## config.mk

```make
export PLATFORM = sky130hd
export DESIGN_NAME = coin_input_conditioner
export DESIGN_NICKNAME = d
export VERILOG_FILES = /design/src/rtl/vending_pkg.sv /design/src/rtl/input_debouncer.sv /design/src/rtl/coin_input_conditioner.sv
export SDC_FILE = /design/constraint.sdc
export NUM_CORES = 1
export LEC_CHECK = 0
export BUFFER_PORTS_ARGS = -buffer_cell sky130_fd_sc_hd__buf_4
export CAP_MARGIN = 20
export CORE_ASPECT_RATIO = 1.2
export CORE_MARGIN = 1
export CORE_UTILIZATION = 51
export CTS_CLUSTER_DIAMETER = 200
export DETAILED_ROUTE_END_ITERATION = 7
export PLACE_DENSITY = 0.69
export RECOVER_POWER = 25
export REMOVE_ABC_BUFFERS = 1
export SLEW_MARGIN = 10
export SYNTH_ARGS = -nofsm -noshare
export SYNTH_HDL_FRONTEND = slang
export SYNTH_HIERARCHICAL = 1
export SYNTH_SLANG_ARGS = --single-unit
```

## constraint.sdc

```tcl
create_clock -name clk -period 4.5 [get_ports clk]
set_input_delay 1.125 -clock clk [delete_from_list [all_inputs] [get_ports clk]]
set_output_delay 1.125 -clock clk [all_outputs]
set_load 0.01 [all_outputs]
```

## src/rtl/vending_pkg.sv

```systemverilog
// Shared vending-machine definitions: coin encoding, coin values and the
// timing defaults used by both the input conditioner and the Vending FSM.
package vending_pkg;

  typedef enum logic [1:0] {
    COIN_NONE    = 2'd0,
    COIN_NICKEL  = 2'd1,
    COIN_DIME    = 2'd2,
    COIN_QUARTER = 2'd3
  } coin_t;

  localparam logic [4:0] NICKEL_CENTS  = 5'd5;
  localparam logic [4:0] DIME_CENTS    = 5'd10;
  localparam logic [4:0] QUARTER_CENTS = 5'd25;

  localparam int DEFAULT_DEBOUNCE_CYCLES = 4;
  localparam int DEFAULT_GAP_CYCLES      = 2;
  localparam int DEFAULT_PEND_MAX        = 3;

  function automatic logic [4:0] coin_cents(input coin_t coin);
    logic [4:0] cents;
    case (coin)
      COIN_NICKEL:  cents = NICKEL_CENTS;
      COIN_DIME:    cents = DIME_CENTS;
      COIN_QUARTER: cents = QUARTER_CENTS;
      default:      cents = 5'd0;
    endcase
    return cents;
  endfunction

endpackage

```

## src/rtl/input_debouncer.sv

```systemverilog
// Two-flop synchroniser followed by a hold-time debouncer for one raw contact.
// The stable value only changes after DEBOUNCE_CYCLES consecutive differing samples.
module input_debouncer #(
  parameter int DEBOUNCE_CYCLES = 4
) (
  input  logic clk,
  input  logic reset,
  input  logic raw,
  output logic stable
);

  localparam int CW = (DEBOUNCE_CYCLES > 1) ? $clog2(DEBOUNCE_CYCLES + 1) : 1;
  localparam logic [CW-1:0] CNT_LAST = CW'(DEBOUNCE_CYCLES - 1);
  localparam logic [CW-1:0] CNT_ONE  = CW'(1);

  logic          sync1_r;
  logic          sync2_r;
  logic [CW-1:0] cnt_r;

  // Synchronise, then count how long the synchronised value disagrees with stable.
  always_ff @(posedge clk or negedge reset) begin
    if (!reset) begin
      sync1_r <= 1'b0;
      sync2_r <= 1'b0;
      cnt_r   <= '0;
      stable  <= 1'b0;
    end else begin
      sync1_r <= raw;
      sync2_r <= sync1_r;
      if (sync2_r != stable) begin
        if (cnt_r == CNT_LAST) begin
          stable <= sync2_r;
          cnt_r  <= '0;
        end else begin
          cnt_r  <= cnt_r + CNT_ONE;
        end
      end else begin
        cnt_r <= '0;
      end
    end
  end

endmodule

```

## src/rtl/coin_input_conditioner.sv

```systemverilog
// Conditions raw coin/button contacts: debounces them, queues coin events per
// type and issues single-cycle, mutually exclusive, gap-spaced coin pulses.
module coin_input_conditioner
  import vending_pkg::*;
#(
  parameter int DEBOUNCE_CYCLES = DEFAULT_DEBOUNCE_CYCLES,
  parameter int GAP_CYCLES      = DEFAULT_GAP_CYCLES,
  parameter int PEND_MAX        = DEFAULT_PEND_MAX
) (
  input  logic clk,
  input  logic reset,
  input  logic quarter_raw,
  input  logic dime_raw,
  input  logic nickel_raw,
  input  logic soda_raw,
  input  logic diet_raw,
  output logic quarter,
  output logic dime,
  output logic nickel,
  output logic soda,
  output logic diet,
  output logic sel_conflict,
  output logic coin_lost
);

  localparam int PW = $clog2(PEND_MAX + 1);
  localparam int GW = $clog2(GAP_CYCLES + 1);
  localparam logic [PW-1:0] PEND_FULL = PW'(PEND_MAX);
  localparam logic [PW-1:0] PEND_ONE  = PW'(1);
  localparam logic [GW-1:0] GAP_LOAD  = GW'(GAP_CYCLES);
  localparam logic [GW-1:0] GAP_ONE   = GW'(1);

  // Channel order: 0 quarter, 1 dime, 2 nickel, 3 soda, 4 diet.
  logic [4:0]    raw_vec_s;
  logic [4:0]    stable_s;
  logic [2:0]    coin_prev_r;
  logic [2:0]    event_s;
  logic [2:0]    issue_vec_s;
  logic          lost_s;
  coin_t         issue_sel_s;
  logic [PW-1:0] pend_r     [3];
  logic [PW-1:0] pend_nxt_s [3];
  logic [GW-1:0] gap_r;

  assign raw_vec_s = {diet_raw, soda_raw, nickel_raw, dime_raw, quarter_raw};

  for (genvar ch = 0; ch < 5; ch++) begin : g_deb
    input_debouncer #(
      .DEBOUNCE_CYCLES(DEBOUNCE_CYCLES)
    ) u_deb (
      .clk    (clk),
      .reset  (reset),
      .raw    (raw_vec_s[ch]),
      .stable (stable_s[ch])
    );
  end

  assign event_s = stable_s[2:0] & ~coin_prev_r;

  // Fixed-priority pick among non-empty queues once the gap has expired.
  always_comb begin
    issue_sel_s = COIN_NONE;
    if (gap_r == '0) begin
      if (pend_r[0] != '0) begin
        issue_sel_s = COIN_QUARTER;
      end else if (pend_r[1] != '0) begin
        issue_sel_s = COIN_DIME;
      end else if (pend_r[2] != '0) begin
        issue_sel_s = COIN_NICKEL;
      end else begin
        issue_sel_s = COIN_NONE;
      end
    end else begin
      issue_sel_s = COIN_NONE;
    end
  end

  // One-hot issue vector in channel order.
  always_comb begin
    issue_vec_s = 3'b000;
    case (issue_sel_s)
      COIN_QUARTER: issue_vec_s = 3'b001;
      COIN_DIME:    issue_vec_s = 3'b010;
      COIN_NICKEL:  issue_vec_s = 3'b100;
      default:      issue_vec_s = 3'b000;
    endcase
  end

  // Saturating pending counts; a simultaneous event and issue cancel out.
  always_comb begin
    lost_s = 1'b0;
    for (int i = 0; i < 3; i++) begin
      pend_nxt_s[i] = pend_r[i];
      if (event_s[i] && !issue_vec_s[i]) begin
        if (pend_r[i] == PEND_FULL) begin
          lost_s = 1'b1;
        end else begin
          pend_nxt_s[i] = pend_r[i] + PEND_ONE;
        end
      end else if (issue_vec_s[i] && !event_s[i]) begin
        pend_nxt_s[i] = pend_r[i] - PEND_ONE;
      end else begin
        pend_nxt_s[i] = pend_r[i];
      end
    end
  end

  // Edge history, queues, gap timer and registered outputs.
  always_ff @(posedge clk or negedge reset) begin
    if (!reset) begin
      coin_prev_r  <= 3'b000;
      for (int i = 0; i < 3; i++) begin
        pend_r[i] <= '0;
      end
      gap_r        <= '0;
      quarter      <= 1'b0;
      dime         <= 1'b0;
      nickel       <= 1'b0;
      soda         <= 1'b0;
      diet         <= 1'b0;
      sel_conflict <= 1'b0;
      coin_lost    <= 1'b0;
    end else begin
      coin_prev_r <= stable_s[2:0];
      for (int i = 0; i < 3; i++) begin
        pend_r[i] <= pend_nxt_s[i];
      end
      if (issue_sel_s != COIN_NONE) begin
        gap_r <= GAP_LOAD;
      end else if (gap_r != '0) begin
        gap_r <= gap_r - GAP_ONE;
      end else begin
        gap_r <= gap_r;
      end
      quarter      <= issue_vec_s[0];
      dime         <= issue_vec_s[1];
      nickel       <= issue_vec_s[2];
      soda         <= stable_s[3] & ~stable_s[4];
      diet         <= stable_s[4] & ~stable_s[3];
      sel_conflict <= stable_s[3] & stable_s[4];
      coin_lost    <= lost_s;
    end
  end

endmodule

```

==> flow_summary.json <==
{
  "place.gp.congestion": 0.711,
  "synth_area_leader_cell": "dfrtp_1",
  "synth_largest_type_area_fraction_pct": 62.8,
  "placement_stage_cell_area_mm2": 0.00205,
  "synth_flop_cell": "dfrtp_1",
  "remaining_drcs": 1,
  "die-width_um": 57.9,
  "critical_path_origin": "coin_lost$_DFF_PN0_",
  "vias": 1088,
  "wl_met3_um": 95,
  "net_switching_power_figure_mw": 0.440,
  "synth_seq_area_share_pct": 62.8,
  "fmax_ghz": 0.517,
  "drt-total-wl_um": 2620,
  "timing.hold.worst.class": "flip-flop to flip-flop",
  "route.top_layer_used": "met4",
  "comb_power_share_pct": 30.6,
  "largest_net_degree_at_the_start_of_global_routing": 49,
  "floorplan.io_pins": 14,
  "post_synth_num_cell_types": 34,
  "tritoncts_clock_tree": "built",
  "cts_setup_buffers": 0,
  "yosys.area_share.xor_xnor_pct": 2.75,
  "die_area_mm2": 0.00400,
  "holdBufCountCts": 0,
  "drt_first_pass_iters": 6,
  "post-dp-hpwl_um": 1840,
  "share_of_the_clock_period_used_by_the_worst_path_pct": 43.0,
  "net_total_in_the_final_layout": 173,
  "antennaDiodeCount": 0,
  "port_bufs": 13,
  "htree_num_levels": 2,
  "floorplan.initialDensity_pct": 53.1,
  "maxSlewHeadroom_pct": 61.2,
  "violations": "design-rule violations",
  "bufs_on_longest_clock_path": 2,
  "p_leak_nw": 0.982,
  "critical_path.reg2reg.endpoint": "pend_r[0]$_DFFE_PN0P_",
  "power.sequential.fraction_pct": 48.0,
  "synth_simple_gate_area_share_pct": 19.7,
  "rows": 24,
  "adder_cell_share_of_the_synthesized_area_pct": 3.92,
  "crit_fanout": 1,
  "crit_end_element": "output pin",
  "finalInstanceArea_mm2": 0.00213,
  "post-layout-total-power_mw": 1.39,
  "wire_length_of_the_first_global_routing_pass_um": 4860,
  "synth-compound-area-share_pct": 6.21,
  "outcome": "finished, violations left",
  "finClkSkew_ps": 5.54,
  "synth_top_family_by_area": "simple AND/OR/NAND/NOR gates",
  "clkTransAtPathRegs_ps": 80,
  "timing.critical_path.to": "coin_lost",
  "grt_setup_unrepaired": "no",
  "slowest_stage": "dfrtp_1",
  "antenna_found_initial": 0,
  "maxCapViolations": 0,
  "rr_startpoint": "gap_r[0]$_DFFE_PN0P_",
  "crit_path_cell_trace": "buf_4",
  "critical_path_buf_inv_count": 1,
  "timing.final.crit_period_ps": 1930,
  "post_synth.cell_area_avg_um2": 13.6,
  "detailroute.wirelength.met2_um": 1410,
  "die_h_um": 69.1,
  "dp_worst_setup_slack_ps": 2810,
  "path_depth": 1,
  "synthesis.area_mm2": 0.00191,
  "async_reset_ff_share_pct": 100,
  "antenna_violating_nets_post_route": 0,
  "synth_enable_flop_cells": 0,
  "pwr_density_cell_mw_per_mm2": 653,
  "timing.critical_path.required_ps": 3380,
  "synthesis.yosys.warnings": 6,
  "worst_ep_arrival_time_ps": 810,
  "synth_cells": 141,
  "timing.final.ws_setup_ps": 2570,
  "routedLengthMet1_um": 1040,
  "post_drt_wl_per_cell_um": 13.1,
  "post_route_cells_drive_above_1_share_pct": 20.5,
  "power.switching_fraction_pct": 31.7,
  "pwr-share-clk_pct": 21.4,
  "p_int_mw": 0.947,
  "total_global_route_track_usage_pct": 16.2,
  "clock_insertion_delay_worst_skew_ps": 300,
  "clock-root-buffer": "clkbuf_8",
  "core_footprint_mm2": 0.00360,
  "timing.critical_path.max_delay_family": "flip-flops",
  "finalHoldViolCount": 0,
  "area.growth.synth_to_final_pct": 11.1,
  "slew_violations": 0,
  "globalRoute.totalOverflow": 0,
  "timing.final.setup_violations": 0,
  "max_slew.worst_pin.slew_ps": 583,
  "cpPeakStageDelay_ps": 370,
  "drt-initial-drc-count": 53,
  "finalCoreUtilization_pct": 59.0,
  "path_class": "flip-flop to output pin",
  "r2r.worst_path.cells": 6,
  "mux_cell_area_share_after_synthesis_pct": 3.47,
  "first_global_vias": 1143,
  "cts-resized-gates": 0,
  "cts_inserted_buffers": 5,
  "synth-seq-cells": 48,
  "regToRegSetupSlack_ps": 2790,
  "setup-tns-final_ps": 0,
  "avg_vias_per_cell": 5.44,
  "setup.worst_path.start_class": "flip-flop",
  "power.ir.vdd_worst_uv": 276,
  "synth.top_cells.by_area": "dfrtp_1, ha_1, nor3b_1, nor2b_4, mux2_2",
  "numClockSinks": 48
}
==> synthesized netlist by cell type (2+ instances only) <==
cell type  count
nand2_1        7
nand2b_1       2
ha_1           6
nor3b_1       10
nor2b_4        5
nor3_1         6
nor2_1        11
nor2b_1        3
nand3_1        2
a21oi_1        8
dfrtp_1       48
mux2_2         5
xnor2_1        5
inv_1          3
==> metrics by stage <==
step,std cells,hold WS [ps]
finish,200,353
global route,200,355
CTS,200,353
detailed placement,192,335
global placement,192,331
floorplan,140,331
==> worst min-delay path by stage <==
stage,startpoint,end,cells after the start
final,g_deb[1].u_deb/sync1_r$_DFF_PN0_,g_deb[1].u_deb/sync2_r$_DFF_PN0_,0
after global routing,g_deb[1].u_deb/sync1_r$_DFF_PN0_,g_deb[1].u_deb/sync2_r$_DFF_PN0_,0
after CTS,g_deb[1].u_deb/sync1_r$_DFF_PN0_,g_deb[1].u_deb/sync2_r$_DFF_PN0_,0
after detailed placement,g_deb[1].u_deb/sync1_r$_DFF_PN0_,g_deb[1].u_deb/sync2_r$_DFF_PN0_,0
after global placement,g_deb[4].u_deb/sync1_r$_DFF_PN0_,g_deb[4].u_deb/sync2_r$_DFF_PN0_,0
after floorplan,g_deb[0].u_deb/sync1_r$_DFF_PN0_,g_deb[0].u_deb/sync2_r$_DFF_PN0_,0
==> final cells by class <==
class	instances	area [um^2]
fillers	287	1480
well taps	39	48.8
clock buffers	6	72.6
multi-input cells	89	659
inverters	3	11.3
flip-flops and latches	48	1200
clock inverters	2	35.0
repair buffers	13	97.6
==> worst reg2reg max path: stages (launching register included) <==
cell and delay (ps):
dfrtp_1 400, inv_1 60, ha_1 310, nor3b_4 370
a21oi_1 140, a21oi_1 240, a2bb2oi_2 140
==> cells by family after synthesis <==
family,after synthesis
flip-flops,48
multiplexers,6
adder cells (fa/ha/maj),6
AND/OR/NAND/NOR,55
buffers and inverters,4
XOR/XNOR,6
AO/OA/AOI/OAI,16
==> sequential cells by signal, summed over array words and instances (netlist names) <==
name / flops
coin_lost: 1
coin_prev_r: 3
diet: 1
dime: 1
g_deb.u_deb/cnt_r: 15
g_deb.u_deb/stable: 5
g_deb.u_deb/sync1_r: 5
g_deb.u_deb/sync2_r: 5
gap_r: 2
nickel: 1
pend_r: 6
quarter: 1
sel_conflict: 1
soda: 1
==> cell usage in the layout (no fill, tap or decap), drive strengths merged, types with 2 or more instances in the layout <==
| cell type | netlist | layout |
|---|---|---|
| nand2b | 2 | 2 |
| clkbuf | 0 | 11 |
| mux2 | 5 | 5 |
| nor2 | 12 | 12 |
| nor3b | 11 | 11 |
| ha | 6 | 6 |
| nand2 | 8 | 8 |
| buf | 1 | 8 |
| nor2b | 8 | 8 |
| nor3 | 6 | 6 |
| inv | 3 | 3 |
| nand3 | 2 | 2 |
| xnor2 | 5 | 5 |
| dfrtp | 48 | 48 |
| a21oi | 8 | 8 |
==> power groups by stage <==
| stage | clock network, mW | logic (mW) | registers (mW) |
|---|---|---|---|
| 6_report | 0.297 | 0.425 | 0.666 |
| 5_1_grt | 0.327 | 0.485 | 0.688 |
| 4_1_cts | 0.306 | 0.441 | 0.668 |
| 3_5_place_dp | 0 | 0.438 | 0.677 |
| 3_3_place_gp | 0 | 0.413 | 0.666 |
| 2_1_floorplan | 0 | 0.325 | 0.665 |
==> routing by layer <==
| metal | vias to the layer above | global-route usage (%) |
|---|---|---|
| met2 | 21 | 28.2 |
| li1 | 520 | - |
| met3 | 8 | 5.25 |
| met5 | - | 0 |
| met1 | 539 | 17.1 |
| met4 | 0 | 7.67 |
Note: power is estimated with default switching activity, not from simulation.
